$ cat config.mk
export PLATFORM = sky130hd
export DESIGN_NAME = uart_rx_ovs
export DESIGN_NICKNAME = d
export VERILOG_FILES = /design/src/rtl/uart_pkg.sv /design/src/rtl/uart_baud_tick.sv /design/src/rtl/uart_rx_ovs.sv
export SDC_FILE = /design/constraint.sdc
export NUM_CORES = 1
export LEC_CHECK = 0
export ABC_AREA = 1
export CAP_MARGIN = 20
export CORE_ASPECT_RATIO = 1.5
export CORE_MARGIN = 2
export CORE_UTILIZATION = 50
export DETAILED_ROUTE_END_ITERATION = 10
export MAX_ROUTING_LAYER = met4
export PLACE_DENSITY = 0.76
export SLEW_MARGIN = 0
export SYNTH_ARGS = -nofsm -noshare
export SYNTH_HDL_FRONTEND = slang
export SYNTH_SLANG_ARGS = --single-unit
$ cat constraint.sdc
create_clock -name clk -period 2.8 [get_ports clk]
set_clock_uncertainty 0.05 [all_clocks]
set_input_delay 0.42 -clock clk [delete_from_list [all_inputs] [get_ports clk]]
set_output_delay 0.42 -clock clk [all_outputs]
set_load 0.01 [all_outputs]
$ cat src/rtl/uart_pkg.sv
// Shared definitions for the oversampling UART receiver: FSM encoding,
// parity modes and the expected-parity helper.
package uart_pkg;

  typedef enum logic [2:0] {
    ST_IDLE       = 3'd0,
    ST_START      = 3'd1,
    ST_DATA       = 3'd2,
    ST_PARITY     = 3'd3,
    ST_STOP       = 3'd4,
    ST_BREAK_WAIT = 3'd5
  } state_e;

  localparam logic [1:0] PAR_NONE = 2'b00;
  localparam logic [1:0] PAR_EVEN = 2'b01;
  localparam logic [1:0] PAR_ODD  = 2'b11;

  localparam int unsigned MAX_DATA_BITS = 8;

  // Expected parity bit: XOR of the data for even, XNOR for odd.
  function automatic logic parity_bit(input logic [MAX_DATA_BITS-1:0] data,
                                      input logic [1:0]               mode);
    return (mode == PAR_ODD) ? ~(^data) : ^data;
  endfunction

endpackage

$ cat src/rtl/uart_baud_tick.sv
// Oversample tick divider: one pulse every DIVISOR clocks, phase clearable.
module uart_baud_tick
  import uart_pkg::*;
#(
  parameter int unsigned DIVISOR = 27
) (
  input  logic clk,
  input  logic rst_n,
  input  logic i_clr,
  output logic o_tick_c
);

  localparam int unsigned CNT_W = (DIVISOR > 1) ? $clog2(DIVISOR) : 1;
  localparam logic [CNT_W-1:0] CNT_MAX = CNT_W'(DIVISOR - 1);

  logic [CNT_W-1:0] cnt_q, cnt_d;

  always_comb begin
    cnt_d = cnt_q + CNT_W'(1);
    if (i_clr || (cnt_q == CNT_MAX)) cnt_d = '0;
  end

  always_ff @(posedge clk) begin
    if (!rst_n) cnt_q <= '0;
    else        cnt_q <= cnt_d;
  end

  assign o_tick_c = !i_clr && (cnt_q == CNT_MAX);

endmodule

$ cat src/rtl/uart_rx_ovs.sv
// Oversampling UART receiver with majority voting, parity/framing checks,
// break detection and a single-entry valid/ready holding register.
module uart_rx_ovs
  import uart_pkg::*;
#(
  parameter int unsigned CLOCK_FREQ = 50_000_000,
  parameter int unsigned BAUD_RATE  = 9600,
  parameter int unsigned DATA_BITS  = 8,
  parameter logic [1:0]  EN_PARITY  = 2'b00,
  parameter int unsigned STOP_BITS  = 1,
  parameter int unsigned OVERSAMPLE = 16
) (
  input  logic                 clk,
  input  logic                 rst_n,
  input  logic                 i_uart_rx,
  output logic [DATA_BITS-1:0] o_uart_data,
  output logic                 o_data_valid,
  input  logic                 i_data_ready,
  output logic                 o_parity_err,
  output logic                 o_frame_err,
  output logic                 o_overrun,
  output logic                 o_break
);

  localparam int unsigned DIVISOR = CLOCK_FREQ / (BAUD_RATE * OVERSAMPLE);
  localparam int unsigned SCNT_W  = $clog2(OVERSAMPLE);
  localparam logic [SCNT_W-1:0] SMP_A    = SCNT_W'(OVERSAMPLE / 2 - 1);
  localparam logic [SCNT_W-1:0] SMP_B    = SCNT_W'(OVERSAMPLE / 2);
  localparam logic [SCNT_W-1:0] SMP_C    = SCNT_W'(OVERSAMPLE / 2 + 1);
  localparam logic [SCNT_W-1:0] SCNT_MAX = SCNT_W'(OVERSAMPLE - 1);
  localparam logic [2:0]        BIT_LAST  = 3'(DATA_BITS - 1);
  localparam logic              STOP_LAST = 1'(STOP_BITS - 1);

  if (DATA_BITS < 5 || DATA_BITS > 8) begin : g_bad_data_bits
    $error("uart_rx_ovs: DATA_BITS must be 5..8");
  end
  if (STOP_BITS != 1 && STOP_BITS != 2) begin : g_bad_stop_bits
    $error("uart_rx_ovs: STOP_BITS must be 1 or 2");
  end
  if (EN_PARITY == 2'b10) begin : g_bad_parity
    $error("uart_rx_ovs: EN_PARITY must be 00, 01 or 11");
  end
  if (OVERSAMPLE < 8 || (OVERSAMPLE % 2) != 0) begin : g_bad_oversample
    $error("uart_rx_ovs: OVERSAMPLE must be even and at least 8");
  end
  if (DIVISOR == 0) begin : g_bad_divisor
    $error("uart_rx_ovs: clock too slow for BAUD_RATE*OVERSAMPLE");
  end

  logic [2:0]           sync_q, sync_d;
  logic                 rx_prev_q;
  state_e               state_q, state_d;
  logic [SCNT_W-1:0]    s_cnt_q, s_cnt_d;
  logic [1:0]           smp_q, smp_d;
  logic [2:0]           bit_cnt_q, bit_cnt_d;
  logic                 stop_cnt_q, stop_cnt_d;
  logic [DATA_BITS-1:0] shift_q, shift_d;
  logic                 any_one_q, any_one_d;
  logic                 par_err_q, par_err_d;
  logic                 frm_err_q, frm_err_d;
  logic [DATA_BITS-1:0] data_q, data_d;
  logic                 valid_q, valid_d;
  logic                 perr_q, perr_d;
  logic                 ferr_q, ferr_d;
  logic                 overrun_q, overrun_d;
  logic                 break_q, break_d;
  logic                 tick_c, tick_clr;
  logic                 rx_s, rx_fall, vote_en, maj, frame_done;

  uart_baud_tick #(.DIVISOR(DIVISOR)) u_tick (
    .clk      (clk),
    .rst_n    (rst_n),
    .i_clr    (tick_clr),
    .o_tick_c (tick_c)
  );

  assign rx_s    = sync_q[2];
  assign rx_fall = rx_prev_q & ~rx_s;
  assign vote_en = tick_c && (s_cnt_q == SMP_C);
  assign maj     = (smp_q[0] & smp_q[1]) | (smp_q[0] & rx_s) | (smp_q[1] & rx_s);

  always_comb begin
    sync_d     = {sync_q[1:0], i_uart_rx};
    state_d    = state_q;
    s_cnt_d    = s_cnt_q;
    smp_d      = smp_q;
    bit_cnt_d  = bit_cnt_q;
    stop_cnt_d = stop_cnt_q;
    shift_d    = shift_q;
    any_one_d  = any_one_q;
    par_err_d  = par_err_q;
    frm_err_d  = frm_err_q;
    data_d     = data_q;
    valid_d    = valid_q;
    perr_d     = perr_q;
    ferr_d     = ferr_q;
    overrun_d  = overrun_q;
    break_d    = 1'b0;
    tick_clr   = 1'b0;
    frame_done = 1'b0;

    // Bit-phase counter and the first two of the three majority samples
    if (tick_c && state_q != ST_IDLE && state_q != ST_BREAK_WAIT) begin
      s_cnt_d = (s_cnt_q == SCNT_MAX) ? '0 : s_cnt_q + SCNT_W'(1);
      if (s_cnt_q == SMP_A) smp_d[0] = rx_s;
      if (s_cnt_q == SMP_B) smp_d[1] = rx_s;
    end

    case (state_q)
      ST_IDLE: begin
        if (rx_fall) begin
          tick_clr = 1'b1;
          s_cnt_d  = '0;
          state_d  = ST_START;
        end
      end
      ST_START: begin
        if (vote_en) begin
          if (!maj) begin
            bit_cnt_d  = '0;
            stop_cnt_d = 1'b0;
            any_one_d  = 1'b0;
            par_err_d  = 1'b0;
            frm_err_d  = 1'b0;
            state_d    = ST_DATA;
          end else begin
            state_d = ST_IDLE;
          end
        end
      end
      ST_DATA: begin
        if (vote_en) begin
          shift_d   = {maj, shift_q[DATA_BITS-1:1]};
          any_one_d = any_one_q | maj;
          if (bit_cnt_q == BIT_LAST)
            state_d = (EN_PARITY != PAR_NONE) ? ST_PARITY : ST_STOP;
          else
            bit_cnt_d = bit_cnt_q + 3'd1;
        end
      end
      ST_PARITY: begin
        if (vote_en) begin
          par_err_d = (maj != parity_bit(MAX_DATA_BITS'(shift_q), EN_PARITY));
          any_one_d = any_one_q | maj;
          state_d   = ST_STOP;
        end
      end
      ST_STOP: begin
        if (vote_en) begin
          if (stop_cnt_q == 1'b0 && !maj && !any_one_q) begin
            break_d = 1'b1;
            state_d = ST_BREAK_WAIT;
          end else begin
            frm_err_d = frm_err_q | ~maj;
            if (stop_cnt_q == STOP_LAST) begin
              frame_done = 1'b1;
              state_d    = ST_IDLE;
            end else begin
              stop_cnt_d = 1'b1;
            end
          end
        end
      end
      ST_BREAK_WAIT: begin
        if (rx_s) state_d = ST_IDLE;
      end
      default: state_d = ST_IDLE;
    endcase

    // Holding register: a handshake frees it; a completed frame either
    // loads (free or being freed) or is dropped as an overrun.
    if (valid_q && i_data_ready) begin
      valid_d   = 1'b0;
      overrun_d = 1'b0;
    end
    if (frame_done) begin
      if (!valid_q || i_data_ready) begin
        data_d  = shift_q;
        perr_d  = par_err_q;
        ferr_d  = frm_err_d;
        valid_d = 1'b1;
      end else begin
        overrun_d = 1'b1;
      end
    end
  end

  always_ff @(posedge clk) begin
    if (!rst_n) begin
      sync_q     <= '1;
      rx_prev_q  <= 1'b1;
      state_q    <= ST_IDLE;
      s_cnt_q    <= '0;
      smp_q      <= '0;
      bit_cnt_q  <= '0;
      stop_cnt_q <= 1'b0;
      shift_q    <= '0;
      any_one_q  <= 1'b0;
      par_err_q  <= 1'b0;
      frm_err_q  <= 1'b0;
      data_q     <= '0;
      valid_q    <= 1'b0;
      perr_q     <= 1'b0;
      ferr_q     <= 1'b0;
      overrun_q  <= 1'b0;
      break_q    <= 1'b0;
    end else begin
      sync_q     <= sync_d;
      rx_prev_q  <= rx_s;
      state_q    <= state_d;
      s_cnt_q    <= s_cnt_d;
      smp_q      <= smp_d;
      bit_cnt_q  <= bit_cnt_d;
      stop_cnt_q <= stop_cnt_d;
      shift_q    <= shift_d;
      any_one_q  <= any_one_d;
      par_err_q  <= par_err_d;
      frm_err_q  <= frm_err_d;
      data_q     <= data_d;
      valid_q    <= valid_d;
      perr_q     <= perr_d;
      ferr_q     <= ferr_d;
      overrun_q  <= overrun_d;
      break_q    <= break_d;
    end
  end

  assign o_uart_data  = data_q;
  assign o_data_valid = valid_q;
  assign o_parity_err = perr_q;
  assign o_frame_err  = ferr_q;
  assign o_overrun    = overrun_q;
  assign o_break      = break_q;

endmodule

==> impl_metrics.ini <==
[outcome]
status = completed

[worst_setup_path]
r2r-end = o_uart_data[2]
crit_arrival_ns = 2.00
cp_num_cells = 9
crit_chain = inv_1 -> ha_1 -> nand2_1 -> nor2_1 -> nand3_2 -> nor2_4 -> nand3_4 -> inv_2 -> a21oi_1
critical-path-max-stage-delay_ns = 0.34
reg2reg_slack_ns = 0.95
start_kind = register
cp.buffers_inverters = 2
r2r_cells = 9
critPathLaunch = u_tick.cnt_q[0]
r2r-start = u_tick.cnt_q[0]
crit_type = register to register
critical-path-top-delay-family = simple AND/OR/NAND/NOR gates
cp_max_fo = 12
required_ns = 2.95
endpoint_kind = register
crit_slowest_cell = dfxtp_1

[sta]
relSlewSlack = 0.615
final_max_slew_viol_count = 0
setup_viol = 0
period_share = 0.660
tightestPinTransition_ns = 0.572
rsz0062_at_grt = false
hold_ws_ns = 0.371
fin_setup_tns_ns = 0
hold_violations = 0
fmax_ghz = 0.542
period_minus_slack_ns = 1.85

[power_and_ir_drop]
p_total_mw = 1.67
p_per_area_nw_per_um2 = 598
vdd_drop_max_mv = 0.481
p_leak_nw = 1.23

[cts]
clock_sinks = 49
clk_pin_slew_worst_paths_ns = 0.09
cts_tree = yes
ctsResizeCount = 0
h-tree-depth = 2
cts_buffer_depth = 2
cts_hold_buf = 0
insertion_delay_ns = 0.31
clock-root-buffer = clkbuf_8
post_cts_buffers = 0
numCtsBuffers = 5

[global_routing]
grt_pass1_wl_mm = 7.82
antenna_found_initial = 0
first_global_vias = 1926
grt_usage = 0.188
grt_start_max_net_pins = 27
overflow = 0

[routing]
num_vias = 2070
drt-initial-drc-count = 53
drtPass1Iterations = 4
wl_per_cell_um = 10.3
drt-total-wl_mm = 4.47
drc = 0
ant_nets = 0
viasPerCell = 4.77

[floorplanning]
die_w_um = 61.4
core_region_area_um2 = 4810
die_h_um = 90.1
io_pins = 17
die-area_um2 = 5530
start_util = 0.513
rows = 31

[finish]
nets = 378
area_growth_pct = 13.0
num_antenna_cells = 0
final_util = 0.580
final_cells = 434
final_common_cell = nand2_1
most-common-layout-cells = nand2_1, dfxtp_1, inv_1, nor2_1, a21oi_1
fillers = 470
drive_gt1_frac = 0.109

[worst_hold_path]
holdPathStages = 1
min_from = sync_q[1]
hp-class = register to register
hold_path_end = sync_q[2]

[placed_design]
port_buffers = 16
hpwl_mm = 3.42
dp.cells = 426
gp_congestion = 0.837

[job]
maxCapViolations = 0

[logic_synthesis]
synth.largest_area_cell = dfxtp_1
syn_nets = 360
synthTopCellsByArea = dfxtp_1, nand2_1, inv_1, nor2_1, a21oi_1
syn-cell-area_um2 = 2470
yosysSeqAreaShare = 0.397
synth_top_area_frac = 0.397
synth_seq_cells = 49
synth_warnings = 0
syn_inst = 349
avgSynthCellArea_um2 = 7.07
synth.distinct_cells = 30
power by group:
part           switching, mW  total, mW  internal [mW]  leakage [nW]
Clock                  0.231      0.585          0.355        0.0681
Combinational          0.211      0.316          0.105         0.764
Sequential            0.0428      0.767          0.724         0.396
worst register-to-register path: cells and delay by family (launching register included):
kind / cells / cell delay [ns]
AO/OA/AOI/OAI: 1 / 0.10
buffers and inverters: 2 / 0.32
AND/OR/NAND/NOR: 5 / 0.74
adder cells (fa/ha/maj): 1 / 0.17
flip-flops: 1 / 0.34
state kept, by name, indices dropped and copies added, names as in the netlist, 2 cells and up:
name,cells
bit_cnt_q,3
o_uart_data,8
s_cnt_q,4
shift_q,8
smp_q,2
state_q,3
sync_q,3
u_tick.cnt_q,9
worst max-delay path by stage:
stage / to
finish: o_uart_data[2]
global placement: u_tick.cnt_q[7]
floorplan: o_uart_data[2]
global route: o_uart_data[2]
detailed placement: u_tick.cnt_q[7]
CTS: o_uart_data[2]
final cells by class:
cell class | instances | area (µm²) | share of cell area
Multi-Input combinational cell | 242 | 1230 | 0.441
Sequential cell | 49 | 981 | 0.352
Inverter | 52 | 195 | 0.0700
Timing Repair Buffer | 17 | 168 | 0.0601
Tap cell | 66 | 82.6 | 0.0296
Clock buffer | 5 | 68.8 | 0.0247
Clock inverter | 3 | 65.1 | 0.0233
metal layers:
metal  global-route usage  wire, µm  share of wire  up-vias
li1                     -         -              -     1122
met1                0.186      1870           0.42      901
met2                0.327      2330           0.52       36
met3               0.0446       135          0.030       11
met4               0.0922       136          0.030        0
met5                    -         0              0        -
cell families (layout without fill, tap and decap cells):
logic type / Yosys count / in the layout / synth area share
and+or+nand+nor: 188 / 188 / 0.343
buffers and inverters: 58 / 77 / 0.105
DFF: 49 / 49 / 0.397
AOI/OAI and AO/OA: 42 / 42 / 0.101
adders and majority gates: 7 / 7 / 0.0355
xor gates and xnor gates: 5 / 5 / 0.0177
Yosys cell counts, drive strengths merged:
cell type  instances
dfxtp             49
nor3b              2
ha                 7
clkbuf             4
xor2               3
inv               52
o21a               1
nand3             15
nand2            110
o21ai              9
buf                2
or2                3
nand4              7
nor3               5
nor2              43
nand3b             3
xnor2              2
a21oi             32
through the flow:
stage | area (µm²) | setup slack (ns)
after floorplan | 2470 | 1.28
after global placement | 2660 | 0.822
after detailed placement | 2660 | 0.771
after CTS | 2790 | 0.915
after global routing | 2790 | 0.775
final | 2790 | 0.953
No activity file was read; power rests on OpenSTA's default activity.
